===== src/rtl/uart_rx_if.sv =====
// Serial receive bundle: line and baud handshake in, received byte and status out.
interface uart_rx_if;
    logic       rs232_rx;
    logic       clk_bps;
    logic       bps_start;
    logic [7:0] rx_data;
    logic       rx_int;
    logic       frame_err;

    modport slave  (input  rs232_rx, clk_bps,
                    output bps_start, rx_data, rx_int, frame_err);
    modport master (output rs232_rx, clk_bps,
                    input  bps_start, rx_data, rx_int, frame_err);
endinterface


===== src/rtl/uart_rx.sv =====
// UART receiver: start-edge detect, start-bit validation, LSB-first data shift,
// stop-bit check; bit timing comes from an external baud generator via clk_bps.
module uart_rx #(
    parameter int DATA_BITS = 8
) (
    input  logic   clk,
    input  logic   rst_n,
    uart_rx_if.slave bus
);
    localparam logic [1:0] IDLE  = 2'd0;
    localparam logic [1:0] START = 2'd1;
    localparam logic [1:0] DATA  = 2'd2;
    localparam logic [1:0] STOP  = 2'd3;
    localparam logic [2:0] LAST  = 3'(DATA_BITS - 1);

    logic       r_sync0, r_sync1, r_dly;
    logic [1:0] r_state;
    logic [2:0] r_cnt;
    logic [7:0] r_shift;
    logic [7:0] r_rx_data;
    logic       r_bps_start, r_rx_int, r_frame_err;
    logic       w_fall;

    // Flops reset high so a line that is already idle produces no edge.
    always_ff @(posedge clk or negedge rst_n) begin
        if (!rst_n) begin
            r_sync0 <= 1'b1;
            r_sync1 <= 1'b1;
            r_dly   <= 1'b1;
        end else begin
            r_sync0 <= bus.rs232_rx;
            r_sync1 <= r_sync0;
            r_dly   <= r_sync1;
        end
    end

    assign w_fall = r_dly & ~r_sync1;

    always_ff @(posedge clk or negedge rst_n) begin
        if (!rst_n) begin
            r_state     <= IDLE;
            r_cnt       <= 3'd0;
            r_shift     <= 8'h00;
            r_rx_data   <= 8'h00;
            r_bps_start <= 1'b0;
            r_rx_int    <= 1'b0;
            r_frame_err <= 1'b0;
        end else begin
            r_frame_err <= 1'b0;
            case (r_state)
                IDLE: begin
                    if (w_fall) begin
                        r_state     <= START;
                        r_bps_start <= 1'b1;
                    end
                end
                START: begin
                    if (bus.clk_bps) begin
                        if (!r_sync1) begin
                            r_state  <= DATA;
                            r_rx_int <= 1'b1;
                            r_cnt    <= 3'd0;
                            r_shift  <= 8'h00;
                        end else begin
                            r_state     <= IDLE;
                            r_bps_start <= 1'b0;
                        end
                    end
                end
                DATA: begin
                    // Bits above DATA_BITS are never written, so they stay 0.
                    if (bus.clk_bps) begin
                        r_shift[r_cnt] <= r_sync1;
                        if (r_cnt == LAST) begin
                            r_cnt   <= 3'd0;
                            r_state <= STOP;
                        end else begin
                            r_cnt <= r_cnt + 3'd1;
                        end
                    end
                end
                STOP: begin
                    if (bus.clk_bps) begin
                        r_rx_data   <= r_shift;
                        r_bps_start <= 1'b0;
                        r_rx_int    <= 1'b0;
                        r_frame_err <= ~r_sync1;
                        r_state     <= IDLE;
                    end
                end
                default: r_state <= IDLE;
            endcase
        end
    end

    assign bus.bps_start = r_bps_start;
    assign bus.rx_data   = r_rx_data;
    assign bus.rx_int    = r_rx_int;
    assign bus.frame_err = r_frame_err;
endmodule


===== src/flat_wrapper.sv =====
// flat-port wrapper written by rule: the top's interface ports become plain ports
module uart_rx_flat 
#(
    parameter int DATA_BITS = 8
)
  (clk, rst_n, bus_rs232_rx, bus_clk_bps, bus_bps_start, bus_rx_data, bus_rx_int, bus_frame_err);
  uart_rx_if bus_i ();
  input  logic clk;
  input  logic rst_n;
  input wire logic [$bits(bus_i.rs232_rx)-1:0] bus_rs232_rx;
  input wire logic [$bits(bus_i.clk_bps)-1:0] bus_clk_bps;
  output wire logic [$bits(bus_i.bps_start)-1:0] bus_bps_start;
  output wire logic [$bits(bus_i.rx_data)-1:0] bus_rx_data;
  output wire logic [$bits(bus_i.rx_int)-1:0] bus_rx_int;
  output wire logic [$bits(bus_i.frame_err)-1:0] bus_frame_err;
  assign bus_i.rs232_rx = bus_rs232_rx;
  assign bus_i.clk_bps = bus_clk_bps;
  assign bus_bps_start = bus_i.bps_start;
  assign bus_rx_data = bus_i.rx_data;
  assign bus_rx_int = bus_i.rx_int;
  assign bus_frame_err = bus_i.frame_err;
  uart_rx #(.DATA_BITS(DATA_BITS)) u_core (.clk(clk), .rst_n(rst_n), .bus(bus_i));
endmodule

===== config.mk =====
export PLATFORM = sky130hd
export DESIGN_NAME = uart_rx_flat
export DESIGN_NICKNAME = d
export VERILOG_FILES = /design/src/rtl/uart_rx_if.sv /design/src/rtl/uart_rx.sv /design/src/flat_wrapper.sv
export SDC_FILE = /design/constraint.sdc
export NUM_CORES = 1
export LEC_CHECK = 0
export ABC_AREA = 1
export BUFFER_PORTS_ARGS = -buffer_cell sky130_fd_sc_hd__buf_4
export CELL_PAD_IN_SITES_DETAIL_PLACEMENT = 1
export CELL_PAD_IN_SITES_GLOBAL_PLACEMENT = 2
export CORE_MARGIN = 2
export CORE_UTILIZATION = 36
export DETAILED_ROUTE_END_ITERATION = 8
export GPL_ROUTABILITY_DRIVEN = 0
export PLACE_DENSITY_LB_ADDON = 0.25
export SETUP_SLACK_MARGIN = 0.4
export SYNTH_ARGS = -nofsm -noshare
export SYNTH_HDL_FRONTEND = slang
export SYNTH_SLANG_ARGS = --single-unit

===== constraint.sdc =====
create_clock -name clk -period 2 [get_ports clk]
set_input_delay 0.2 -clock clk [delete_from_list [all_inputs] [get_ports clk]]
set_output_delay 0.2 -clock clk [all_outputs]
set_load 0.005 [all_outputs]

# Yosys cells after proc, flatten, opt, wreduce, memory -nomap -nowiden
# Index checks and enable logic that the tools add are counted.
[op_classes]
n_lt_le_gt_ge = 2
mux = 29
add_sub_neg = 1
n_reduce_logical = 10
eq_ne = 11
bitwise = 2
[op_table]
columns = ["op", "n"]
rows = [
  ["$mux W8", 3],
  ["$pmux W8 S2", 1],
  ["$mux W2", 6],
  ["$mux W3", 4],
  ["$reduce_and A5 Y1", 2],
  ["$mux W1", 9],
  ["$bwmux W8", 1],
  ["$ne A2 B2 Y1 const B", 4],
  ["$pmux W2 S4", 1],
  ["$reduce_and A4 Y1", 2],
  ["$ne A2 B1 Y1 const B", 3],
  ["$pmux W3 S2", 1],
  ["$eq A2 B2 Y1 const B", 2],
  ["$lt A3 B4 Y1 const B", 1],
  ["$reduce_bool A2 Y1", 2],
  ["$add A3 B1 Y3 const B", 1],
  ["$demux W1 S3", 1],
  ["$eq A3 B3 Y1 const B", 1],
  ["$ge A3 B1 Y1 const B", 1],
  ["$pmux W1 S3", 1],
  ["$reduce_bool A3 Y1", 1],
  ["$eq A2 B1 Y1 const B", 1],
  ["$logic_not A2 Y1", 1],
  ["$pmux W1 S2", 1],
  ["4 further kinds", 4],
]
[totals]
wordCells = 65
ff_bits = 27
output_inout_bits = 11
in_bits = 4

# Depth between registers and ports, before layout
[depth]
depth_word = 7
ltp_mapped = 7
depth_no_buf = 7

# Least setup slack after synthesis
# OpenSTA, ideal clock, no wires.
[synth_timing]
path_type = "reg2reg"
from = "register u_core.r_sync1"
to = "register u_core.r_shift[2]"
setup_time_ps = 66
slack_ps = 900
path_buffers = 0
synth_period_minus_slack_ps = 1100
required_ps = 1934
path_stages_with_launch = 5
arrival_ps = 1034
cell_sequence = "dfstp_2 inv_1 nor2_2 nand4_1 nand2_1"
[synth_between]
elab_chain_len = 3
elab_cells_between_ends = 5
classes_between = "1 x eq/ne; 3 x mux; 1 x reduce/logical"
[synth_rtl]
columns = ["element", "line_no", "text"]
rows = [
  ["start, declared", "uart_rx.sv:16", "logic r_sync0, r_sync1, r_dly;"],
  ["start signal, assigned", "uart_rx.sv:32", "r_sync1 <= r_sync0;"],
  ["$bwmux W8", "uart_rx.sv:73", "r_shift[r_cnt] <= r_sync1;"],
  ["$mux W8", "uart_rx.sv:72", "if (bus.clk_bps) begin"],
  ["$pmux W8 S2", "uart_rx.sv:50", "case (r_state)"],
  ["end signal, assigned by index", "uart_rx.sv:73", ""],
  ["end, declared", "uart_rx.sv:19", "logic [7:0] r_shift;"],
]
# Parallel ways exist; a longest one is shown, timed or not. The select of a mux whose other input is x is not followed.
# A chain may end at the register's enable or synchronous reset.

# Worst setup path after layout
[layout_timing]
from = "register u_core.r_cnt[0]"
to = "register u_core.r_cnt[0]"
[layout_between]
elab_chain_len = 4
elab_cells_between_ends = 5
classes_between = "1 x add/sub; 1 x eq/ne; 3 x mux"
[layout_rtl]
columns = ["element", "line_no", "text"]
rows = [
  ["start, declared", "uart_rx.sv:18", "logic [2:0] r_cnt;"],
  ["start signal, assigned", "uart_rx.sv:78", "r_cnt <= r_cnt + 3'd1;"],
  ["$add A3 B1 Y3 or $eq A3 B3 Y1 (tied branches)", "uart_rx.sv:78, uart_rx.sv:74", ""],
  ["$mux W3 (*)", "uart_rx.sv:74", "if (r_cnt == LAST) begin"],
  ["$mux W3 (*)", "uart_rx.sv:72", ""],
  ["$pmux W3 S2 (*)", "uart_rx.sv:50", ""],
]
# Mark *: on every way between the ends. The rest lies on a longest branch, timed or not. The select of a mux whose other input is x is not followed.

==> impl_metrics.toml <==
[global_routing]
antenna_found_initial = 0
grt_max_degree = 28
grt_pass1_wl_mm = 4.547
grt.total_usage_pct = 14.15
grt_remaining_overflow = 0
grt_pass1_vias = 979

[floorplanning]
start_util_pct = 38.39
core_region_area_mm2 = 0.003416
die-width_um = 64.35
core.rowCount = 21
dieArea_mm2 = 0.004141
num_io_pins = 15
die_h_um = 64.35

[synth]
synth-seq-area-share_pct = 51.81
synth_common_cells = "54 x nand2_1, 29 x nand3_1, 24 x dfrtp_1"
synth-warning-count = 0
synth-edff-count = 0
synthTopCellsByArea = "dfrtp_1 46%, nand2_1 15%, nand3_1 11%"
synthArstFlopShare_pct = 100.0
ys_ff_latch = 27
synthCells = 155
synth_area_mm2 = 0.001311
ys.flop_type = "dfrtp_1"
yosysMostFrequentCell = "nand2_1"
yosysTopAreaCell = "dfrtp_1"
yosysTopAreaCellShare_pct = 45.80
synth_cell_type_count = 22
postSynthAreaPerCell_um2 = 8.460
syn_nets = 161

[drt]
vias = 1041
drtIter0Drc = 19
route.detailed.drc = 0
first_pass_iters = 4
vias_per_cell = 4.842
wl_per_cell_um = 12.65
drt_wl_total_mm = 2.720
detail-route-antenna-nets = 0

[worst_hold_path]
hold_path_class = "input port to flop"

[layout]
fillers = 430
areaGrowthSynthToFinish_pct = 13.36
multiInputGateArea_um2 = 544.3
seq_area_um2 = 680.7
finalNetCount = 176
drive_gt1_share_pct = 20.12
antenna-diode-count = 0
fin_area_mm2 = 0.001486

[clock_network]
numCtsBuffers = 3
h-tree-depth = 1
cts_tree = "yes"
post_cts_buffers = 0
max-clock-path-buffers = 2
clk_pin_slew_ps = 150
clock_latency_ps = 330
cts.sinks = 27
clockRootBuffer = "clkbuf_4"

[setup_path]
max_stage_delay_ps = 540
crit_required_ps = 2270
cp.arrival_ps = 1690
endpoint_kind = "flop"
cp_slowest_cell = "dfrtp_1"
critical_path_class = "flop to flop"
crit_top_cell = "ha_1"
cp-start-kind = "flop"
cp_max_fo = 12
crit_chain = "ha_1, ha_1, nor2_1, nand2_1, o21ai_2"

[sta]
post-route-period-util_pct = 70.52
fmaxAchievable_mhz = 709.0
report.final.hold_viol_count = 0
tightest_slew_ps = 383.6
finalSetupTns_ps = 0
skew_ps = 1.809
rsz0062_at_grt = "no"
setup_violations = 0
slew_headroom_pct = 74.43
fin_crit_ps = 1410
slew_violations = 0

[pwr]
power.total_w = 0.001801
cellLeakagePower_nw = 0.7638
power_density_mw_per_mm2 = 1212
ir_worst_vdd_mv = 0.4751

[outcome]
status = "complete, no violations"

[place]
portBuffers = 14
placed_area_mm2 = 0.001435
hpwl_mm = 2.017

[flow_run]
drv_cap = 0
==> cell usage in the layout (no fill, tap or decap), types with 2 or more instances in the layout <==
cell type      instances
buf_4                 15
ha_1                   2
dfstp_2                3
clkbuf_4               3
nand2_4                2
nand2_1               54
inv_1                  8
nor2_1                 4
dlygate4sd3_1          2
nor3_1                 2
nand3_1               29
a21oi_1                2
nand4_1                6
inv_2                  3
dfrtp_1               23
nor2_2                 2
o21ai_0                2
==> critical path, delay by kind of cell, from the launching register on <==
family | cells | cell delay (ps)
adder cells (fa/ha/maj) | 2 | 490
AO/OA/AOI/OAI | 1 | 140
flip-flops | 1 | 540
AND/OR/NAND/NOR | 2 | 180
==> metal layers <==
layer	GRT usage (%)	up-vias	part of all wire, %
met5	0	-	0
met4	3.191	0	0.74
met3	3.873	2	3.0
met2	22.40	16	45
met1	19.33	491	51
li1	-	532	-
==> final timing paths <==
check / from / endpoint / slack [ps] / cells past startpoint
setup / recovery: u_core.r_cnt[0] / u_core.r_cnt[0] / 590 / 5
hold / removal: bus_clk_bps / u_core.r_cnt[2] / 180 / 3
setup reg to reg: u_core.r_cnt[0] / u_core.r_cnt[0] / 590 / 5
hold reg to reg: u_core.r_sync0 / u_core.r_sync1 / 370 / 0
max in group asynchronous: rst_n / u_core.r_sync1 / 1410 / 2
min in group asynchronous: rst_n / u_core.bus.rx_int / 300 / 2
==> state kept, by name (all words and copies together) (netlist names), named ones only <==
name	count
u_core.bus.rx_int	1
u_core.r_dly	1
u_core.r_sync0	1
u_core.r_sync1	1
u_core.bus.frame_err	1
u_core.bus.rx_data	8
u_core.r_cnt	3
u_core.bus.bps_start	1
u_core.r_shift	8
u_core.r_state	1
==> kinds of logic after synthesis <==
logic type      synth area share, %
buf+inv                       6.679
fa+ha+maj                     1.908
flops                         51.81
compound gates                4.008
simple gates                  35.59
==> area by class of cell <==
type	instances	share of cell area, %
Sequential cell	27	45.79
Multi-Input combinational cell	110	36.62
Timing Repair Buffer	17	8.923
Tap cell	46	3.872
Inverter	11	2.778
Clock buffer	3	1.515
Clock inverter	1	0.5050
==> power breakdown <==
| group | switching, W | internal (W) | leakage (nW) |
|---|---|---|---|
| sequential | 0.000171 | 0.000680 | 0.355 |
| clock | 0.000168 | 0.0000766 | 0.0139 |
| combinational | 0.000416 | 0.000290 | 0.395 |
==> through the flow <==
stage | hold slack (ps) | worst slack [ps] | cells | util, %
finish | 182.9 | 589.6 | 215 | 43.52
global route | 184.6 | 494.3 | 215 | 43.52
CTS | 168.0 | 495.8 | 215 | 43.48
detailed placement | 133.0 | 511.0 | 209 | 42.01
global placement | 129.1 | 576.0 | 209 | 42.01
floorplan | -95.59 | 899.5 | 155 | -
==> timing repair <==
item                                    in CTS  in global routing
gates resized for setup                      0                  1
endpoints found under the setup margin       0                  2
hold endpoints to repair                    25                  0
hold buffers                                 2                  0
Power figures use the tool's default switching activity.
